$ cat src/rtl/ifu_fetch_queue.sv
// Instruction fetch queue: issues in-order imem requests for the incoming PC,
// pairs each returned instruction with its PC and hands {pc, instr} to decode.
// Optional build macro IFQ_BYPASS_EN: forwards a response straight to decode
// in its arrival cycle when the queue head is waiting on exactly that response.
module ifu_fetch_queue #(
  parameter int unsigned PC_WIDTH    = 32,
  parameter int unsigned INSTR_WIDTH = 32,
  parameter int unsigned DEPTH       = 4
) (
  input  logic                   clk,
  input  logic                   rst,
  input  logic [PC_WIDTH-1:0]    pc_in,
  input  logic                   pc_in_valid,
  output logic                   pc_stall,
  input  logic                   flush,
  output logic                   imem_req_valid,
  output logic [PC_WIDTH-1:0]    imem_req_addr,
  input  logic                   imem_req_ready,
  input  logic                   imem_rsp_valid,
  input  logic [INSTR_WIDTH-1:0] imem_rsp_data,
  output logic                   dec_valid,
  output logic [PC_WIDTH-1:0]    dec_pc,
  output logic [INSTR_WIDTH-1:0] dec_instr,
  input  logic                   dec_ready
);

  localparam int unsigned AW = $clog2(DEPTH);
  localparam int unsigned PW = AW + 1;
  localparam int unsigned DW = AW + 2;

  logic [PC_WIDTH-1:0]    pc_q    [DEPTH];
  logic [INSTR_WIDTH-1:0] instr_q [DEPTH];

  logic [PW-1:0] alloc_ptr, fill_ptr, rd_ptr;
  logic [DW-1:0] drop_cnt;

  logic [PW-1:0] occ, outstanding;
  logic [DW-1:0] drop_sum, drop_nxt;
  logic          full, head_rdy, req_fire, rsp_drop, rsp_fill, rd_fire;
`ifdef IFQ_BYPASS_EN
  logic          byp;
`endif

  assign imem_req_addr = pc_in;

  // Occupancy, issue handshake, PC stall and response classification
  always_comb begin
    occ            = alloc_ptr - rd_ptr;
    outstanding    = alloc_ptr - fill_ptr;
    full           = (occ == PW'(DEPTH));
    head_rdy       = (rd_ptr != fill_ptr);
    imem_req_valid = pc_in_valid & ~full & ~flush & ~rst;
    req_fire       = imem_req_valid & imem_req_ready;
    pc_stall       = rst | flush | full | ~imem_req_ready;
    rsp_drop       = imem_rsp_valid & (drop_cnt != '0) & ~flush & ~rst;
    rsp_fill       = imem_rsp_valid & (drop_cnt == '0) & (outstanding != '0)
                     & ~flush & ~rst;
    // On flush every in-flight fetch becomes a pending drop, minus the one
    // response (if any) that is discarded in the flush cycle itself.
    drop_sum       = drop_cnt + DW'(outstanding);
    drop_nxt       = (imem_rsp_valid && (drop_sum != '0)) ? drop_sum - DW'(1) : drop_sum;
  end

  // Decode-side view of the head entry
  always_comb begin
    dec_pc = pc_q[rd_ptr[AW-1:0]];
`ifdef IFQ_BYPASS_EN
    byp       = ~rst & ~flush & imem_rsp_valid & ~head_rdy
                & (outstanding != '0) & (drop_cnt == '0);
    dec_valid = (~rst & head_rdy) | byp;
    dec_instr = byp ? imem_rsp_data : instr_q[rd_ptr[AW-1:0]];
`else
    dec_valid = ~rst & head_rdy;
    dec_instr = instr_q[rd_ptr[AW-1:0]];
`endif
    rd_fire = dec_valid & dec_ready & ~flush;
  end

  // Pointer and drop-counter state
  always_ff @(posedge clk) begin
    if (rst) begin
      alloc_ptr <= '0;
      fill_ptr  <= '0;
      rd_ptr    <= '0;
      drop_cnt  <= '0;
    end else if (flush) begin
      alloc_ptr <= '0;
      fill_ptr  <= '0;
      rd_ptr    <= '0;
      drop_cnt  <= drop_nxt;
    end else begin
      if (req_fire) alloc_ptr <= alloc_ptr + PW'(1);
      if (rsp_fill) fill_ptr  <= fill_ptr + PW'(1);
      if (rd_fire)  rd_ptr    <= rd_ptr + PW'(1);
      if (rsp_drop) drop_cnt  <= drop_cnt - DW'(1);
    end
  end

  // Entry payload storage; contents are qualified by the pointers
  always_ff @(posedge clk) begin
    if (req_fire) pc_q[alloc_ptr[AW-1:0]]   <= pc_in;
    if (rsp_fill) instr_q[fill_ptr[AW-1:0]] <= imem_rsp_data;
  end

  // A response with nothing in flight and nothing to drop is a memory protocol error
  always_ff @(posedge clk) begin
    if (!rst) begin
      assert (!(imem_rsp_valid && (outstanding == '0) && (drop_cnt == '0)));
    end
  end

endmodule
$ cat config.mk
export PLATFORM = sky130hd
export DESIGN_NAME = ifu_fetch_queue
export DESIGN_NICKNAME = d
export VERILOG_FILES = /design/src/rtl/ifu_fetch_queue.sv
export SDC_FILE = /design/constraint.sdc
export NUM_CORES = 1
export LEC_CHECK = 0
export CAP_MARGIN = 20
export CORE_AREA = 2 2 143 145
export DETAILED_ROUTE_END_ITERATION = 6
export DIE_AREA = 0 0 145 147
export PLACE_DENSITY = 0.81
export SKIP_LAST_GASP = 1
export SLEW_MARGIN = 20
export SYNTH_ARGS = -nofsm -noshare
export SYNTH_HDL_FRONTEND = slang
export SYNTH_SLANG_ARGS = --single-unit
$ cat constraint.sdc
create_clock -name clk -period 5.49 [get_ports clk]
set_input_delay 1.098 -clock clk [delete_from_list [all_inputs] [get_ports clk]]
set_output_delay 1.098 -clock clk [all_outputs]
set_load 0.03 [all_outputs]
### After elaboration in Yosys (flattened, before gate mapping)

Memory sizes are Yosys's and may differ from the RTL's. A register that Yosys moved wholly into a read port is not among the register bits.
Index checks and enable logic that the tools add are counted.

* bits in registers: 13
* bits in writable memories: 256
* output and inout bits: 99
* word-level logic and storage cells: 55
* memories kept: 2

Memories
* instr_q: depth 4, bits a word 32, read ports 1, clocked after memory_dff 1, wr ports 1, RTL line 32 `logic [INSTR_WIDTH-1:0] instr_q [DEPTH];`
* pc_q: depth 4, bits a word 32, read ports 1, clocked after memory_dff 1, wr ports 1, RTL line 31 `logic [PC_WIDTH-1:0] pc_q [DEPTH];`

* add/subtract/negate cells: 8
* eq/ne operators: 2
* muxes and demuxes: 11
* bitwise logic cells: 21
* reduce and logical (&&, ||, !) cells: 7

Operators by type and width (count)
* bitwise AND 1 bit: 14
* 2-to-1 mux 4 bit: 3
* adder 3 x 1 -> 3 bit (second input constant): 3
* 2-to-1 mux 2 bit: 4
* nonzero test 4 bit: 2
* subtractor 4 x 1 -> 4 bit (second input constant): 2
* subtractor 3 bit: 2
* adder 4 x 3 -> 4 bit: 1
* zero test 4 bit: 1
* 2-to-1 mux 1 bit: 4
* NOT 1 bit: 4
* equality test 3 bit (second input constant): 1
* inequality test 3 bit: 1
* OR 1 bit: 3
* nonzero test 3 bit: 1
* nonzero test 2 bit: 1
* OR reduction 2 bit: 1
* logical AND 1 bit: 1

### Depth between registers and ports, before layout

* depth after elaboration: 9
* mapped depth: 12

### Worst setup path after synthesis

Ideal clock, no wire load.

* path type: input port to output port
* start point: input port flush
* end point: output port imem_req_valid
* data arrival time: 2.075 ns
* path slack: 2.317 ns
* stages on the path: 4
* path buffers: 1
* cells stage by stage: clkbuf_1 > or2_2 > a31oi_1 > and2_1

* cells in the longest elaborated chain, start to end: 3

Ends and longest elaborated chain
* start: declaration: RTL line 15 `input logic flush,`
* NOT 1 bit: RTL line 52 `imem_req_valid = pc_in_valid & ~full & ~flush & ~rst;`
* bitwise AND 1 bit (2 in series): RTL line 52
* end: declaration: RTL line 16 `output logic imem_req_valid,`

No other way between the ends.

### Worst setup path after layout

Same ends and word-level chain as after synthesis.

==> metrics.md <==
| Metric | Value |
|---|---|
| Post-layout nets | 748 |
| CP Capture Type | output pin |
| Status | completed |
| Top layer in use | met4 |
| Power per cell area | 321 nW/um2 |
| Tightest Pin Transition | 0.933 ns |
| All-Layer GR Usage | 18.4% |
| Routed len/inst | 20.3 um |
| Post-synth EDFFs | 256 |
| Final Hold Fails | 0 |
| Metal2 WL | 9.72 mm |
| DR pass1 iterations | 4 |
| Syn Inst Count | 504 |
| Initial antenna violation count | 0 |
| Die width | 145 um |
| Relative slew slack | 37.8% |
| Clock Sinks | 271 |
| I/O pin cnt | 170 |
| Vias/cell | 5.47 |
| Final setup violating endpoints | 0 |
| Area contributors post-synth | edfxtp_1 72%, mux4_2 14%, dfxtp_1 2.8%, buf_4 2.3%, ha_1 2.0% |
| Placer Congestion | 0.762 |
| Worst-path fanout max | 12 |
| LEAKAGE | 4.25 nW |
| Hold slack final | 0.531 ns |
| Top cells by count, synth | 256 x edfxtp_1, 64 x mux4_2, 32 x buf_4 |
| Synth unique cells | 34 |
| PortBufs | 169 |
| Die H | 147 um |
| CTS tree | yes |
| Post-route ant nets | 0 |
| Post-Syn Area | 10,600 um2 |
| Main synth FF type | edfxtp_1 |
| Mean Syn Cell Area | 21.1 um2 |
| Total Power | 4.26 mW |
| Count leader, synth | edfxtp_1 |
| Number of post-CTS setup repair buffers | 0 |
| Max frequency | 0.231 GHz |
| Core area | 19,800 um2 |
| HP Class | flip-flop to flip-flop |
| Hold Crit Depth | 2 |
| Req. time, crit path | 4.39 ns |
| Unrepaired setup endpoints after global routing | no |
| Area growth syn-to-layout | 24.8% |
| R2R cell count | 11 |
| Area leader, netlist | edfxtp_1 |
| Routed WL | 19.2 mm |
| DR iter-0 viols | 243 |
| Flops & latches, synth | 271 |
| Grt ovf | 0 |
| Clock root cell | clkbuf_16 |
| Fillers | 1,258 |
| Detailed placement HPWL | 12.1 mm |
| Maximum Capacitance Violations | 0 |
| Final Skew | 0.0157 ns |
| Top-area cell type share of the netlist area | 72.3% |
| Setup_tns | 0 ns |
| Crit path kind | input port to output pin |
| Synthesized Nets | 594 |
| Die ar. | 21,300 um2 |
| Final period util | 79.0% |
| Synth Warn # | 0 |
| WL met3 | 1.31 mm |
| Clock Latency Late Sink | 0.52 ns |
| Pins over their slew limit | 0 |
| Register area | 8000 um2 |
| Vias in the first global route | 5,738 |
| CTS clock-pin slew for the worst setup and hold paths | 0.06 ns |
| Tmin final | 4.34 ns |
| Final cell count without fillers | 948 |
| Worst R2R Setup Slack | 2.30 ns |
| Sequential share of the synthesized area | 75.1% |
| Placed cells | 898 |
| Peak supply drop | 0.295 mV |
| Rows | 52 |
| Met1 wire length | 7.75 mm |
| DRC errors left | 0 |
| Hold_buf cts | 0 |
| H-tree Lvls | 1 |
| Clock tree buffer depth | 3 |
| Initial Util | 53.6% |
| Worst EP arrival | 3.24 ns |
| Largest net degree at the start of global routing | 65 |
| Ratio of cells with drive above 1 in the final layout | 17.8% |
| Post-synthesis async set-or-reset flop share | 0% |
| Total CTS buffers | 27 |
| Antenna Cells | 0 |
| PostCTS Resize Cnt | 0 |
| Area of the multi-input gates | 2290 um2 |
| Via count | 5,189 |
| First-pass GRT wire length | 30.6 mm |
| Setup crit start kind | input port |
flip-flops by register name, indices dropped and copies added, names as in the netlist, named ones only:
signal and flops:
instr_q 128, rd_ptr 3, alloc_ptr 3, fill_ptr 3
drop_cnt 4, pc_q 128
final timing paths:
kind	start	endpoint
worst max-delay path	flush	imem_req_valid
worst min-delay path	alloc_ptr[2]	alloc_ptr[2]
worst max register to register	alloc_ptr[0]	drop_cnt[0]
worst min register to register	alloc_ptr[2]	alloc_ptr[2]
cell type report:
cell class                      count  share of cell area (%)
Inverter                           12                   0.339
Clock buffer                       32                    5.23
Multi-Input combinational cell    171                    17.3
Timing Repair Buffer              175                    13.2
Tap cell                          270                    2.54
Clock inverter                     17                    1.21
Sequential cell                   271                    60.2
critical path, stage by stage:
cell	delay (ns)
clkdlybuf4s50_1	0.61
or2_2	0.50
a31oi_1	0.22
and2_1	0.15
clkdlybuf4s50_1	0.66
layout by cell type (no fill, tap or decap), types with 2 or more instances in the layout:
cell type,n
edfxtp_1,256
clkdlybuf4s50_1,169
mux4_2,64
clkbuf_16,27
nor2_1,18
ha_1,17
dfxtp_1,13
inv_1,12
xnor2_1,11
nand2_1,9
clkinv_2,6
clkinv_1,6
nand3_1,5
clkbuf_1,5
buf_4,5
nor3b_1,4
and2_2,4
and2_1,4
mux2i_1,4
a21oi_1,4
xor2_1,3
a211oi_1,3
bufinv_16,3
a31oi_1,2
nor3_1,2
o21ai_1,2
or4_1,2
fa_1,2
dfxtp_4,2
inv_6,2
metal layers:
layer  track usage, %  vias up
met5                0        -
met2             32.0      195
met4             5.30        0
met1             23.4     2656
met3             4.16       36
li1                 -     2302
kinds of logic after synthesis:
group | after synthesis | synth area share [%]
flip-flops | 271 | 75.1
buffers and inverters | 62 | 3.41
adder cells (fa/ha/maj) | 19 | 2.38
AND/OR/NAND/NOR | 52 | 2.43
AO/OA/AOI/OAI | 16 | 1.26
multiplexers | 68 | 13.9
XOR/XNOR | 16 | 1.52
power breakdown:
group	switching [mW]	leakage, nW	internal, mW	total, mW
clock network	0.719	0.423	1.04	1.76
registers	0.00883	2.43	2.27	2.28
logic	0.115	1.40	0.105	0.220
through the flow:
step / cell area (um2) / setup slack (ns) / utilization, %
floorplan: 10600 / 2.32 / -
global placement: 12400 / 1.21 / 62.5
detailed placement: 12400 / 1.11 / 62.5
CTS: 13300 / 1.12 / 66.8
global route: 13300 / 1.04 / 66.9
finish: 13300 / 1.15 / 66.9
(Power assumes the default switching activity.)
